$ cat src/rtl/mcu0_intc_if.sv
// Bus between mcu0_intc and its environment: request lines, enable-register
// write port, core ack/eoi handshake, and the controller's outputs.
interface mcu0_intc_if;
    logic [7:0] req;
    logic       en_we;
    logic [7:0] en_wdata;
    logic       ack;
    logic       eoi;
    logic       interrupt;
    logic [2:0] irq;
    logic [7:0] pending;
    logic [7:0] en;
    logic       busy;

    // master: request sources plus the core; slave: the controller itself
    modport master (
        output req, en_we, en_wdata, ack, eoi,
        input  interrupt, irq, pending, en, busy
    );

    modport slave (
        input  req, en_we, en_wdata, ack, eoi,
        output interrupt, irq, pending, en, busy
    );
endinterface

$ cat src/rtl/mcu0_intc.sv
// Eight-source priority interrupt controller feeding the mcu0 core:
// edge-detected pending bits, enable mask, fixed priority, ack/eoi handshake.
module mcu0_intc #(
    parameter logic [7:0] EN_RESET = 8'h00
) (
    input  logic        clock,
    input  logic        reset,
    mcu0_intc_if.slave  bus
);

    typedef enum logic [1:0] {
        S_IDLE    = 2'd0,
        S_ASSERT  = 2'd1,
        S_SERVICE = 2'd2
    } state_t;

    state_t     state_q;
    logic [7:0] req_d_q;
    logic [7:0] pending_q;
    logic [7:0] pending_d;
    logic [7:0] en_q;
    logic       interrupt_q;
    logic       busy_q;
    logic [2:0] irq_q;

    logic [7:0] rise;
    logic [7:0] eligible;
    logic [7:0] clr_mask;
    logic [2:0] winner;
    logic       any_eligible;

    assign rise         = bus.req & ~req_d_q;
    assign eligible     = pending_q & en_q;
    assign any_eligible = |eligible;

    // Scan from the top so the lowest eligible index is the last assignment.
    always_comb begin
        winner = '0;
        for (int unsigned i = 8; i > 0; i--) begin
            if (eligible[i-1]) begin
                winner = 3'(i - 1);
            end
        end
    end

    // A new rising edge overrides the ack clear on the same bit.
    always_comb begin
        clr_mask = '0;
        if (state_q == S_ASSERT && bus.ack) begin
            clr_mask[irq_q] = 1'b1;
        end
        pending_d = (pending_q & ~clr_mask) | rise;
    end

    always_ff @(posedge clock) begin
        if (reset) begin
            state_q     <= S_IDLE;
            req_d_q     <= '0;
            pending_q   <= '0;
            en_q        <= EN_RESET;
            interrupt_q <= 1'b0;
            busy_q      <= 1'b0;
            irq_q       <= '0;
        end else begin
            req_d_q   <= bus.req;
            pending_q <= pending_d;
            if (bus.en_we) begin
                en_q <= bus.en_wdata;
            end

            case (state_q)
                S_IDLE: begin
                    if (any_eligible) begin
                        irq_q       <= winner;
                        interrupt_q <= 1'b1;
                        busy_q      <= 1'b1;
                        state_q     <= S_ASSERT;
                    end
                end
                S_ASSERT: begin
                    if (bus.ack) begin
                        interrupt_q <= 1'b0;
                        state_q     <= S_SERVICE;
                    end
                end
                S_SERVICE: begin
                    if (bus.eoi) begin
                        busy_q  <= 1'b0;
                        state_q <= S_IDLE;
                    end
                end
                default: begin
                    interrupt_q <= 1'b0;
                    busy_q      <= 1'b0;
                    state_q     <= S_IDLE;
                end
            endcase
        end
    end

    assign bus.interrupt = interrupt_q;
    assign bus.irq       = irq_q;
    assign bus.pending   = pending_q;
    assign bus.en        = en_q;
    assign bus.busy      = busy_q;

endmodule
$ cat src/flat_wrapper.sv
// flat-port wrapper written by rule: the top's interface ports become plain ports
module mcu0_intc_flat 
#(
    parameter logic [7:0] EN_RESET = 8'h00
)
  (clock, reset, bus_req, bus_en_we, bus_en_wdata, bus_ack, bus_eoi, bus_interrupt, bus_irq, bus_pending, bus_en, bus_busy);
  mcu0_intc_if bus_i ();
  input  logic clock;
  input  logic reset;
  input wire logic [$bits(bus_i.req)-1:0] bus_req;
  input wire logic [$bits(bus_i.en_we)-1:0] bus_en_we;
  input wire logic [$bits(bus_i.en_wdata)-1:0] bus_en_wdata;
  input wire logic [$bits(bus_i.ack)-1:0] bus_ack;
  input wire logic [$bits(bus_i.eoi)-1:0] bus_eoi;
  output wire logic [$bits(bus_i.interrupt)-1:0] bus_interrupt;
  output wire logic [$bits(bus_i.irq)-1:0] bus_irq;
  output wire logic [$bits(bus_i.pending)-1:0] bus_pending;
  output wire logic [$bits(bus_i.en)-1:0] bus_en;
  output wire logic [$bits(bus_i.busy)-1:0] bus_busy;
  assign bus_i.req = bus_req;
  assign bus_i.en_we = bus_en_we;
  assign bus_i.en_wdata = bus_en_wdata;
  assign bus_i.ack = bus_ack;
  assign bus_i.eoi = bus_eoi;
  assign bus_interrupt = bus_i.interrupt;
  assign bus_irq = bus_i.irq;
  assign bus_pending = bus_i.pending;
  assign bus_en = bus_i.en;
  assign bus_busy = bus_i.busy;
  mcu0_intc #(.EN_RESET(EN_RESET)) u_core (.clock(clock), .reset(reset), .bus(bus_i));
endmodule
$ cat config.mk
export PLATFORM = sky130hd
export DESIGN_NAME = mcu0_intc_flat
export DESIGN_NICKNAME = d
export VERILOG_FILES = /design/src/rtl/mcu0_intc_if.sv /design/src/rtl/mcu0_intc.sv /design/src/flat_wrapper.sv
export SDC_FILE = /design/constraint.sdc
export NUM_CORES = 1
export LEC_CHECK = 0
export ABC_AREA = 1
export BUFFER_PORTS_ARGS = -buffer_cell sky130_fd_sc_hd__buf_4
export CAP_MARGIN = 30
export CORE_UTILIZATION = 45
export CTS_CLUSTER_DIAMETER = 200
export DETAILED_ROUTE_END_ITERATION = 7
export GPL_ROUTABILITY_DRIVEN = 0
export GPL_TIMING_DRIVEN = 0
export PLACE_DENSITY = 0.7
export SLEW_MARGIN = 25
export SYNTH_ARGS = -nofsm -noshare
export SYNTH_HDL_FRONTEND = slang
export SYNTH_SLANG_ARGS = --single-unit
$ cat constraint.sdc
create_clock -name clock -period 1.1 [get_ports clock]
set_input_delay 0.11 -clock clock [delete_from_list [all_inputs] [get_ports clock]]
set_output_delay 0.11 -clock clock [all_outputs]
set_load 0.005 [all_outputs]
# Word level (Yosys, flattened, before mapping)

Cells that the tools add are included.

Magnitude comparators: 2
Equality and inequality tests: 5
Mux-type cells: 20
Bitwise logic cells: 8
Reduce and logical (&&, ||, !) cells: 8

Operators by type and width:

| operator                                                    | number |
|---|---|
| AND 8 bit                                                   | 3 |
| 2-to-1 mux 3 bit                                            | 8 |
| NOT 8 bit                                                   | 2 |
| AND reduction 3 bit                                         | 3 |
| 2-to-1 mux 8 bit                                            | 1 |
| bitwise OR 8 bit                                            | 1 |
| OR reduction 8 bit                                          | 1 |
| 2-to-1 mux 2 bit                                            | 3 |
| one-hot mux 1 bit (3 select lines)                          | 2 |
| one-hot mux 2 bit (3 select lines)                          | 1 |
| less-than comparator 3 x 4 -> 1 bit (second input constant) | 1 |
| 2-to-1 mux 1 bit                                            | 4 |
| != test 2 bit (second input constant)                       | 2 |
| demux 1 bit (select 3 bit)                                  | 1 |
| >= comparator 3 x 1 -> 1 bit (second input constant)        | 1 |
| equality test 2 x 1 -> 1 bit (second input constant)        | 1 |
| equality test 2 bit (second input constant)                 | 1 |
| logical AND 1 bit                                           | 2 |
| logical NOT 2 bit                                           | 1 |
| != test 2 x 1 -> 1 bit (second input constant)              | 1 |
| NOT 1 bit                                                   | 2 |
| AND reduction 2 bit                                         | 1 |

Flip-flop bits (word level): 31
Input bits: 21
Output and inout port bits: 21
Logic and storage cells: 50

# Logic depth before layout (Yosys ltp)

Gate-level depths: netlist of run 1.

Depth in word-level cells: 9
Gate-level depth with buffers: 10
Depth with buffers taken out: 10

# Least setup slack after synthesis of run 1

Ideal clock, no wire load.

Path kind: register to register
Start: register u_core.pending_q[1], in the netlist u_core.bus.pending[1]
End: register u_core.irq_q[1], in the netlist u_core.bus.irq[1]
Library setup time: 0.116 ns
Data arrival time: 0.923 ns
Required time: 0.984 ns
Setup slack: 0.061 ns
Cell stages (with the launch flop): 8
Buffers on the path: 0
Period minus slack after synthesis: 1.039 ns
Path through: dfxtp_1 > nand2_1 > nand2_1 > nor2_2 > a21oi_2 > inv_2 > nor2_1 > nor2_1

Cells in the longest elaborated chain, start to end: 3
Elaborated cells on any way between the ends: 5
Classes of those cells: mux (2); bitwise (1); reduce/logical (2)

RTL lines:

| item                                                              | RTL line                         | source |
|---|---|---|
| start, declared                                                   | mcu0_intc.sv:19                  | `logic [7:0] pending_q;` |
| start signal, assigned                                            | mcu0_intc.sv:66                  | `pending_q <= pending_d;` |
| AND 8 bit *                                                       | mcu0_intc.sv:33                  | `assign eligible = pending_q & en_q;` |
| OR reduction 8 bit or 2-to-1 mux 3 bit (tied branches)            | mcu0_intc.sv:34, mcu0_intc.sv:40 |  |
| AND reduction 2 bit (no line) or 2-to-1 mux 3 bit (tied branches) | --                               |  |
| end signal, assigned                                              | mcu0_intc.sv:74                  | `irq_q <= winner;` |
| end, declared                                                     | mcu0_intc.sv:24                  | `logic [2:0] irq_q;` |

Mark *: on every way between the ends. The rest lies on a longest branch, timed or not.
A chain may end at the register's enable or synchronous reset.

# Final worst setup path of run 1

Start: register u_core.state_q[1]
End: register u_core.irq_q[1], in the netlist u_core.bus.irq[1]

Cells in the longest elaborated chain, start to end: 2

RTL lines:

| item                          | RTL line        | source |
|---|---|---|
| start, declared               | mcu0_intc.sv:17 | `state_t state_q;` |
| start signal, assigned        | mcu0_intc.sv:57 | `state_q <= S_IDLE;` |
| start signal, assigned        | mcu0_intc.sv:77 | `state_q <= S_ASSERT;` |
| start signal, assigned        | mcu0_intc.sv:83 | `state_q <= S_SERVICE;` |
| logical NOT 2 bit             | mcu0_intc.sv:71 | `case (state_q)` |
| AND reduction 2 bit (no line) | --              |  |

Every way passes these cells.

==> key figures, run 1 <==
Logic synthesis
  – Syn_nets: 176
  – Yosys warnings: 0
  – Most frequent cells after synthesis: dfxtp_1, nand2_1, nor2_1
  – Synthesized flop and latch total: 31
  – Synth area leaders: dfxtp_1, nand2_1, o21ai_0, nor2_1, inv_1
  – Sequential-to-total area share from yosys stat: 52.65%
  – Post-synth top area cell: dfxtp_1
  – Async set-or-reset flop fraction in the synthesized netlist: 0%
  – Post-synth cell types: 18
  – Avg Cell Area, Syn: 7.604 sq um
  – Number of synthesized flops with an enable pin: 0
  – Top_reg_cell synth: dfxtp_1
  – Count leader, synth: dfxtp_1
  – Post-Syn Area: 1179 sq um
  – Synth Instances: 155
  – Top cell type's share of synthesized area: 52.65%

Route
  – DRC: 0
  – Uppermost routed layer: met4
  – DR WL/cell: 11.73 microns
  – TritonRoute pass-1 iters: 3
  – Total routed wirelength: 2956 microns
  – Detailed Route Iter0 Violations: 10
  – WL met1: 1306 microns
  – Metal3 WL: 134 microns
  – Drt via density: 4.837
  – Final antenna-violating net count: 0
  – Metal2 WL: 1443 microns
  – Vias post-DR: 1219

Setup path
  – Crit-path max FO: 4
  – Arr. time, crit path: 1350 ps
  – Critical path type: reg -> reg
  – Crit end category: flop
  – Critical Path RT: 1330 ps
  – Startpoint Class: flop

Run status
  – Status: finished with violations
  – Violated checks: negative setup slack

STA
  – Final hold violation count: 0
  – Tcrit/Tclk final: 101.6%
  – Fin. max-slew vios: 0
  – Worst Slack Setup Final: -18.09 ps
  – Fmax: 894.4 MHz
  – Minimum clock period: 1118 ps
  – Slew @ Worst Pin: 429.8 ps
  – Count of final setup violators: 1
  – RSZ-0062 raised after global routing: true
  – Headroom to the max-slew limit: 71.35%
  – Final clock skew: 5.181 ps

Layout
  – # diodes: 0
  – Fin area: 1848 sq um
  – Share of cells above drive strength 1: 40.09%
  – Layout Nets: 242
  – Layout fillers: 203
  – Layout Area Growth over Synthesis: 56.79%

Power and ir drop
  – Part of the power in the clock network: 28.1%
  – Combinational power share: 22.2%
  – Leak Pwr: 0.9134 nW
  – Net Sw Power: 765.6 uW
  – Pint: 1.933 mW
  – Switching Share: 28.37%
  – Power Density: 1460 nW/um^2
  – Sequential power share: 49.7%
  – Max VDD drop: 1.273 mV

Die
  – Initial core utilization: 47.58%
  – Ports: 42
  – Die area: 2828 sq um
  – Die Ht: 53.18 microns
  – Die Width: 53.18 microns
  – Number of core rows: 18
  – Core region area: 2477 sq um

Clock tree
  – Clock latency on the worst-skew pair: 330 ps
  – Clock Path Buffers: 2
  – # clock sinks: 31
  – CTS buffer count: 5
  – H-tree depth: 2
  – Clock-pin slew on the worst setup and hold paths: 90 ps
  – Clock root buffer: clkbuf_4
  – CTS tree: done

Placement
  – Port Buffer Count: 41
  – Area after DPL: 1524 sq um
  – Post-Place Worst Slack: -79.13 ps
  – DP Wirelength: 2059 microns

Run
  – Max-cap viol count: 0

GRT
  – Vias in the first global route: 1118
  – Global Route Usage Sum: 23.80%
  – Antenna violations before repair: 0
  – Pin count of the biggest net entering global routing: 11
  – First-pass GRT wire length: 4623 microns
  – GRT overflow: 0

Min path
  – Hold Path Class: in -> reg
-- kinds of logic (layout without fill, tap and decap cells) --
logic type | count (synthesis) | count (layout) | share of synthesized area, %
compound gates | 35 | 35 | 16.56
buf+inv | 22 | 89 | 7.006
simple gates | 67 | 67 | 23.78
flops | 31 | 31 | 52.65
-- final cells by class --
class	instances	area, sq um	share of cell area (%)
timing repair buffer	59	485.5	26.27
clock buffer	8	68.82	3.724
buffer	2	7.507	0.4062
multi-input combinational	102	525.5	28.44
sequential	31	648.1	35.07
inverter	20	75.07	4.062
tap	30	37.54	2.031
-- cell usage in the layout, fill, tap and decap left out, types with 8 or more instances in the layout --
| cell type | instances |
|---|---|
| o22ai_1 | 8 |
| buf_4 | 42 |
| o21ai_1 | 8 |
| nand2_1 | 20 |
| inv_1 | 15 |
| dfxtp_2 | 16 |
| nand3_1 | 10 |
| dlygate4sd3_1 | 17 |
| dfxtp_1 | 13 |
| o21ai_0 | 11 |
| nand2_2 | 10 |
| nor2_1 | 21 |
-- metrics by stage --
stage / util [%] / total power, mW / hold WS [ps] / instances / setup TNS (ps)
finish: 74.60 / 2.699 / 54.27 / 252 / -18.09
global route: 74.60 / 2.837 / 57.50 / 252 / -872.5
CTS: 72.98 / 2.687 / 47.40 / 251 / -68.53
detailed placement: 61.52 / 1.852 / 323.6 / 226 / -531.8
global placement: 61.52 / 1.838 / 313.2 / 226 / -279.5
floorplan: - / 1.597 / 215.3 / 155 / 0
-- power by group through the flow --
stage	sequential, mW	combinational, mW	clock, mW
2_1_floorplan	1.33	0.264	0
3_3_place_gp	1.34	0.495	0
3_5_place_dp	1.35	0.507	0
4_1_cts	1.33	0.587	0.767
5_1_grt	1.36	0.670	0.811
6_report	1.34	0.598	0.759
-- worst max-delay path, stage by stage (launching register included) --
cell and delay, ps:
dfxtp_1 340, nor2_1 180, inv_1 120, a21oi_4 160
inv_2 70, nor2_1 110, nor2_1 50
-- sequential cells by signal, summed over array words and instances (netlist names) --
signal	cells
u_core.req_d_q	8
u_core.bus.irq	3
u_core.state_q	2
u_core.bus.interrupt	1
u_core.bus.en	8
u_core.bus.busy	1
u_core.bus.pending	8
-- path summary, 6_finish.rpt --
check | start | endpoint | slack (ps) | cells past startpoint
min reg2reg | u_core.req_d_q[3]$_SDFF_PP0_ | u_core.bus.pending[3]$_SDFF_PP0_ | 420 | 1
max | u_core.state_q[1]$_SDFFE_PP0P_ | u_core.bus.irq[1]$_SDFFE_PP0P_ | -20 | 6
max reg2reg | u_core.state_q[1]$_SDFFE_PP0P_ | u_core.bus.irq[1]$_SDFFE_PP0P_ | -20 | 6
min | bus_eoi | u_core.state_q[1]$_SDFFE_PP0P_ | 50 | 3
-- repair_timing --
action | CTS | global route
setup endpoints to repair | 12 | 15
hold endpoints to repair | 18 | 0
buffers inserted | 0 | 1
pin swaps | 3 | 6
hold buffers | 17 | 0
gates resized for setup | 32 | 14
-- metal layers --
metal  up-vias  track usage (%)
li1        642                -
met3         8            9.770
met2        33            39.66
met1       536            25.52
met4         0            12.28
met5         -                0
No activity file was read; power rests on OpenSTA's default activity.
==> inputs of run 2 (changes only) <==
ABC_AREA = not set   (was 1)
BUFFER_PORTS_ARGS = -buffer_cell sky130_fd_sc_hd__buf_2   (was -buffer_cell sky130_fd_sc_hd__buf_4)
==> key figures, run 2 <==
Placement
  – Area after DPL: 1485 sq um (-2.5%)
  – Port Buffer Count: 40 (-2.4%)
  – DP Wirelength: 2094 microns (+1.7%)

Logic synthesis
  – Synth area leaders: dfxtp_1, mux2i_1, a21oi_1, nand2b_1, nor2b_1
  – Number of synthesized flops with an enable pin: 0 (unchanged)
  – Synth Instances: 130 (-16%)
  – Top_reg_cell synth: dfxtp_1
  – Post-synth cell types: 27 (+9)
  – Top cell type's share of synthesized area: 49.75% (-2.9 points)
  – Async set-or-reset flop fraction in the synthesized netlist: 0% (unchanged)
  – Post-synth top area cell: dfxtp_1
  – Syn_nets: 151 (-14%)
  – Post-Syn Area: 1247 sq um (+5.8%)
  – Count leader, synth: dfxtp_1
  – Sequential-to-total area share from yosys stat: 49.75% (-2.9 points)
  – Most frequent cells after synthesis: dfxtp_1, a21oi_1, nand2_1
  – Yosys warnings: 0 (unchanged)
  – Avg Cell Area, Syn: 9.596 sq um (+26%)
  – Synthesized flop and latch total: 31 (unchanged)

Clock tree
  – Clock-pin slew on the worst setup and hold paths: 100 ps (about the same)
  – CTS tree: done
  – Clock latency on the worst-skew pair: 330 ps (about the same)
  – CTS buffer count: 5 (unchanged)
  – Hold_buf cts: 0 (-17)
  – Clock Path Buffers: 2 (unchanged)
  – H-tree depth: 2 (unchanged)
  – Clock root buffer: clkbuf_4
  – # clock sinks: 31 (unchanged)

Setup path
  – Crit end category: flop
  – Critical Path RT: 1300 ps (-30 ps)
  – Crit-path max FO: 4 (unchanged)
  – Flop-to-flop setup slack: -90 ps (-70 ps)
  – Critical path type: reg -> reg
  – Startpoint Class: flop
  – R2r endpoint: u_core.state_q[0]$_SDFFE_PP0P_
  – Arr. time, crit path: 1390 ps (+40 ps)
  – Critical R2R Launch: u_core.bus.en[3]$_SDFFE_PP0P_
  – Cells on worst reg2reg path: 4 (-2)

Layout
  – # diodes: 0 (unchanged)
  – Most common cell after layout, fill and taps aside: buf_2
  – Final core occ: 65.44% (-9.2 points)
  – Most frequent cells in the layout: buf_2, dfxtp_1, a21oi_1, nand2_1
  – Layout Area Growth over Synthesis: 33.50%
  – Share of cells above drive strength 1: 44.57% (+4.5 points)
  – Layout Nets: 204 (-16%)
  – Sequential Area: 638.1 sq um (-1.5%)
  – Layout fillers: 229 (+13%)
  – Area of the multi-input gates: 640.6 sq um (+22%)
  – Fin area: 1665 sq um (-9.9%)

Route
  – Total routed wirelength: 2895 microns (-2.1%)
  – TritonRoute pass-1 iters: 4 (+1)
  – Final antenna-violating net count: 0 (unchanged)
  – DR WL/cell: 13.53 microns (+15%)
  – Detailed Route Iter0 Violations: 3 (-7)
  – Drt via density: 5.243 (+8.4%)
  – Vias post-DR: 1122 (-8.0%)
  – DRC: 0 (unchanged)

STA
  – Final clock skew: 13.13 ps (+7.952 ps)
  – Minimum clock period: 1186 ps (+67.78 ps)
  – Tcrit/Tclk final: 107.8% (+6.2 points)
  – RSZ-0062 raised after global routing: true
  – Slew @ Worst Pin: 464.5 ps (+34.75 ps)
  – Count of final setup violators: 13 (+12)
  – Fin. max-slew vios: 0 (unchanged)
  – Headroom to the max-slew limit: 69.03% (-2.3 points)
  – Fmax: 843.3 MHz (-5.7%)
  – Worst Slack Setup Final: -85.87 ps (-67.78 ps)
  – Final hold violation count: 0 (unchanged)

Die
  – Number of core rows: 18 (unchanged)
  – Die Ht: 54.65 microns (+2.8%)
  – Die area: 2987 sq um (+5.6%)
  – Die Width: 54.65 microns (+2.8%)
  – Core region area: 2545 sq um (+2.7%)
  – Initial core utilization: 49.02% (+1.4 points)
  – Ports: 42 (unchanged)

GRT
  – Global Route Usage Sum: 21.88% (-1.9 points)
  – Antenna violations before repair: 0 (unchanged)
  – GRT overflow: 0 (unchanged)
  – Pin count of the biggest net entering global routing: 11 (unchanged)
  – Vias in the first global route: 1037 (-7.2%)
  – First-pass GRT wire length: 4360 microns (-5.7%)

Power and ir drop
  – Max VDD drop: 1.260 mV (-1.0%)
  – Leak Pwr: 0.7668 nW (-16%)
  – Power Density: 1470 nW/um^2 (+0.66%)

Run status
  – Violated checks: negative setup slack
  – Status: finished with violations

Run
  – Max-cap viol count: 0 (unchanged)

Min path
  – Hold path endpoint: u_core.req_d_q[7]$_SDFF_PP0_
  – Hold Path Class: in -> reg
  – Hold Crit Start: bus_req[7]
  – Hold depth: 2 (-1)
[run 2: changes by cell type after synthesis, sizes merged, moves of 10 or more]
cell    delta
inv       -20
nand2     -18
nor2      -13
nand2b    +10
o21ai     -10
[run 2: cell type report]
class                      instances  share of cell area (%)
timing repair buffer              47                   15.18
clock buffer                       8                   4.132
tap                               30                   2.254
multi-input combinational         93                   38.47
sequential                        31                   38.32
buffer                             5                   1.653
[run 2: repair_timing]
item,CTS,global route
buffers inserted,4,3
pin swaps,6,8
endpoints found under the setup margin,16,14
resized for setup,23,8
[run 2: worst max path at each step]
stage	startpoint	endpoint	slack (ps)	cells after the start
after floorplan	u_core.state_q[1]$_SDFFE_PP0P_	u_core.bus.pending[0]$_SDFF_PP0_	-50	5
after global placement	u_core.state_q[0]$_SDFFE_PP0P_	u_core.bus.pending[0]$_SDFF_PP0_	-120	5
final	u_core.bus.en[3]$_SDFFE_PP0P_	u_core.state_q[0]$_SDFFE_PP0P_	-90	4
after global routing	u_core.bus.pending[6]$_SDFF_PP0_	u_core.bus.irq[0]$_SDFFE_PP0P_	-160	4
after detailed placement	u_core.state_q[0]$_SDFFE_PP0P_	u_core.bus.pending[3]$_SDFF_PP0_	-150	5
after CTS	u_core.bus.en[3]$_SDFFE_PP0P_	u_core.bus.busy$_SDFFE_PP0P_	-100	4
[run 2: critical path, stage by stage, from the launching register on]
cell	delay, ps
dfxtp_2	340
a22oi_2	270
nand3_2	150
o21ai_4	200
a21oi_1	90
[run 2: cells by family (layout without fill, tap and decap cells)]
family / after synthesis / after routing / share of synthesized area [%]
buffers and inverters: 6 / 60 / 2.608
flip-flops: 31 / 31 / 49.75
AND/OR/NAND/NOR: 51 / 51 / 22.97
multiplexers: 8 / 8 / 6.420
AO/OA/AOI/OAI: 34 / 34 / 18.26
[run 2: through the flow]
stage	TNS, ps	total power [mW]	worst slack (ps)	std cells	hold slack [ps]
finish	-583.1	2.448	-85.87	214	7.623
global route	-1366	2.562	-156.2	214	9.083
CTS	-663.6	2.450	-104.6	211	1.250
detailed placement	-1365	1.654	-147.8	200	344.0
global placement	-945.6	1.634	-116.5	200	337.8
floorplan	-138.6	1.499	-50.61	130	238.2
[run 2: where the power goes]
| part | total, mW | leakage (nW) | switching, mW | internal, mW |
|---|---|---|---|---|
| sequential | 1.28 | 0.261 | 0.0758 | 1.21 |
| clock | 0.755 | 0.0386 | 0.379 | 0.376 |
| combinational | 0.408 | 0.467 | 0.197 | 0.211 |
| total | 2.45 | 0.767 | 0.652 | 1.80 |
[run 2: metal layers]
layer | GRT usage [%] | up-vias | wire (microns)
met5 | 0 | - | 0
met4 | 16.24 | 0 | 121
met3 | 6.389 | 16 | 155
met2 | 35.34 | 41 | 1368
met1 | 23.99 | 507 | 1251
li1 | - | 558 | -
==> inputs of run 3 (changes only) <==
CELL_PAD_IN_SITES_DETAIL_PLACEMENT = 1   (was not set)
CELL_PAD_IN_SITES_GLOBAL_PLACEMENT = 1   (was not set)
CORE_UTILIZATION = 36   (was 45)
PLACE_DENSITY = 0.74   (was 0.7)
==> key figures, run 3 (synthesis results as in run 2) <==
Run status
  – Status: finished with violations
  – Violated checks: negative setup slack

Setup path
  – CP cell instances: a22oi_2, nand3_2, o21ai_4, o2bb2ai_1
  – R2r endpoint: u_core.bus.irq[0]$_SDFFE_PP0P_
  – Crit-path max FO: 4 (unchanged)
  – Flop-to-flop setup slack: -130 ps (-40 ps)
  – Critical Path RT: 1360 ps (+60 ps)
  – Arr. time, crit path: 1480 ps (+90 ps)
  – Critical R2R Launch: u_core.bus.en[3]$_SDFFE_PP0P_
  – Crit end category: flop
  – Critical path type: reg -> reg
  – Crit-path max cell delay: 340 ps (about the same)
  – Cells on worst reg2reg path: 4 (unchanged)
  – Startpoint Class: flop
  – Crit-path slowest cell: dfxtp_2
  – Crit path max-delay family: compound AO/OA/AOI/OAI gates
  – Critical path buffer and inverter count: 0 (unchanged)

GRT
  – Antenna violations before repair: 0 (unchanged)
  – Vias in the first global route: 1160 (+12%)
  – Pin count of the biggest net entering global routing: 11 (unchanged)
  – GRT overflow: 0 (unchanged)
  – First-pass GRT wire length: 5423 microns (+24%)
  – Global Route Usage Sum: 20.89% (-0.99 points)

STA
  – Headroom to the max-slew limit: 64.52% (-4.5 points)
  – Tcrit/Tclk final: 111.4% (+3.6 points)
  – Count of final setup violators: 13 (unchanged)
  – Final clock skew: 4.436 ps (-8.696 ps)
  – Fmax: 815.9 MHz (-3.3%)
  – RSZ-0062 raised after global routing: true
  – Worst Slack Setup Final: -125.7 ps (-39.84 ps)
  – Final hold violation count: 0 (unchanged)
  – Fin. max-slew vios: 0 (unchanged)
  – Minimum clock period: 1226 ps (+39.84 ps)
  – Worst Hold Slack: 7.586 ps (-0.03786 ps)
  – Slew @ Worst Pin: 532.2 ps (+67.66 ps)

Layout
  – # diodes: 0 (unchanged)
  – Final core occ: 51.22% (-14 points)
  – Most frequent cells in the layout: buf_2, dfxtp_1, nand2_1, a21oi_1
  – Most common cell after layout, fill and taps aside: buf_2
  – Layout fillers: 421 (+84%)
  – Sequential Area: 635.6 sq um (-0.39%)
  – Layout Nets: 208 (+2.0%)
  – Layout Area Growth over Synthesis: 37.01%
  – Share of cells above drive strength 1: 46.77% (+2.2 points)
  – Area of the multi-input gates: 661.9 sq um (+3.3%)

Clock tree
  – Clock Path Buffers: 2 (unchanged)
  – Clock latency on the worst-skew pair: 330 ps (about the same)
  – Clock-pin slew on the worst setup and hold paths: 90 ps (about the same)
  – CTS tree: done
  – # clock sinks: 31 (unchanged)
  – Clock root buffer: clkbuf_4
  – H-tree depth: 2 (unchanged)
  – CTS buffer count: 5 (unchanged)

Die
  – Die Width: 60.87 microns (+11%)
  – Initial core utilization: 37.38% (-12 points)
  – Core region area: 3337 sq um (+31%)
  – Ports: 42 (unchanged)
  – Number of core rows: 21 (+3)
  – Die area: 3705 sq um (+24%)
  – Die Ht: 60.87 microns (+11%)

Placement
  – DP Wirelength: 2355 microns (+12%)
  – Port Buffer Count: 40 (unchanged)

Route
  – Vias post-DR: 1168 (+4.1%)
  – DRC: 0 (unchanged)
  – DR WL/cell: 14.97 microns (+11%)
  – Total routed wirelength: 3473 microns (+20%)
  – Drt via density: 5.034 (-4.0%)
  – Detailed Route Iter0 Violations: 31 (+28)
  – Final antenna-violating net count: 0 (unchanged)
  – TritonRoute pass-1 iters: 4 (unchanged)

Power and ir drop
  – Leak Pwr: 0.7730 nW (+0.82%)
  – Sequential power share: 55.8% (+3.3 points)
  – Switching Share: 28.46% (+1.8 points)
  – Combinational power share: 18.8% (+2.1 points)
  – Power Density: 1359 nW/um^2 (-7.6%)
  – Part of the power in the clock network: 25.4% (-5.5 points)
  – Pint: 1.661 mW (-7.5%)
  – Max VDD drop: 0.6363 mV (-50%)
  – Net Sw Power: 661.0 uW (+1.3%)

Min path
  – Hold Crit Start: bus_req[2]
  – Hold path endpoint: u_core.req_d_q[2]$_SDFF_PP0_
  – Hold Path Class: in -> reg
  – Hold depth: 2 (unchanged)

Run
  – Max-cap viol count: 0 (unchanged)
==> run 3: changes by cell type in the layout (fill, tap and decap cells not counted), moves of 2 or more <==
cell           previous run  this run
dlygate4sd3_1             0         2
a21oi_2                   1         3
clkbuf_8                  2         0
a21oi_1                  13        11
==> run 3: power by group through the flow <==
stage | Combinational, mW | Sequential (mW) | Clock (mW)
final | 0.436 | 1.30 | 0.591
after global routing | 0.485 | 1.31 | 0.663
after CTS | 0.402 | 1.29 | 0.611
after detailed placement | 0.354 | 1.31 | 0
after global placement | 0.342 | 1.30 | 0
after floorplan | 0.207 | 1.29 | 0
==> run 3: cell type report <==
class | count | area share (%)
buffer | 5 | 1.611
timing repair buffer | 51 | 16.69
multi-input combinational | 93 | 38.73
tap | 46 | 3.367
clock buffer | 6 | 2.416
sequential | 31 | 37.19
==> run 3: what timing repair did <==
item                                    4_1_cts  5_1_grt
hold buffers                                  1        1
endpoints found under the setup margin       16       15
resized for setup                            23       12
gates cloned                                  1        0
buffers inserted                              4        4
hold endpoints to repair                      1        1
pin swaps                                    11        6
==> run 3: how the worst max path moves through the flow <==
stage / endpoint / slack, ps / cells past startpoint / startpoint
2_1_floorplan: u_core.bus.pending[0]$_SDFF_PP0_ / -50 / 5 / u_core.state_q[1]$_SDFFE_PP0P_
3_3_place_gp: u_core.bus.pending[3]$_SDFF_PP0_ / -130 / 5 / u_core.state_q[0]$_SDFFE_PP0P_
3_5_place_dp: u_core.bus.irq[1]$_SDFFE_PP0P_ / -160 / 4 / u_core.bus.pending[3]$_SDFF_PP0_
4_1_cts: u_core.bus.irq[1]$_SDFFE_PP0P_ / -140 / 4 / u_core.bus.en[3]$_SDFFE_PP0P_
5_1_grt: u_core.bus.irq[1]$_SDFFE_PP0P_ / -180 / 4 / u_core.bus.en[3]$_SDFFE_PP0P_
6_report: u_core.bus.irq[0]$_SDFFE_PP0P_ / -130 / 4 / u_core.bus.en[3]$_SDFFE_PP0P_
==> run 3: metrics by stage <==
step / TNS [ps] / power (mW) / instance area [sq um] / std cells / setup WS (ps)
floorplan: -138.6 / 1.499 / 1247 / 130 / -50.61
global placement: -1156 / 1.641 / 1505 / 216 / -132.4
detailed placement: -1581 / 1.659 / 1505 / 216 / -162.0
CTS: -976.3 / 2.304 / 1632 / 227 / -140.3
global route: -1697 / 2.455 / 1709 / 232 / -183.0
finish: -981.2 / 2.322 / 1709 / 232 / -125.7
==> run 3: routing by layer <==
layer | vias up | wire (microns) | track usage [%]
li1 | 569 | - | -
met1 | 555 | 1510 | 24.70
met2 | 39 | 1735 | 35.16
met3 | 5 | 172 | 5.117
met4 | 0 | 55 | 10.71
met5 | - | 0 | 0
==> run 3: worst register-to-register path, delay by kind of cell, from the launching register on <==
| family | cells | cell delay [ps] |
|---|---|---|
| AO/OA/AOI/OAI | 3 | 650 |
| flip-flops | 1 | 340 |
| AND/OR/NAND/NOR | 1 | 160 |
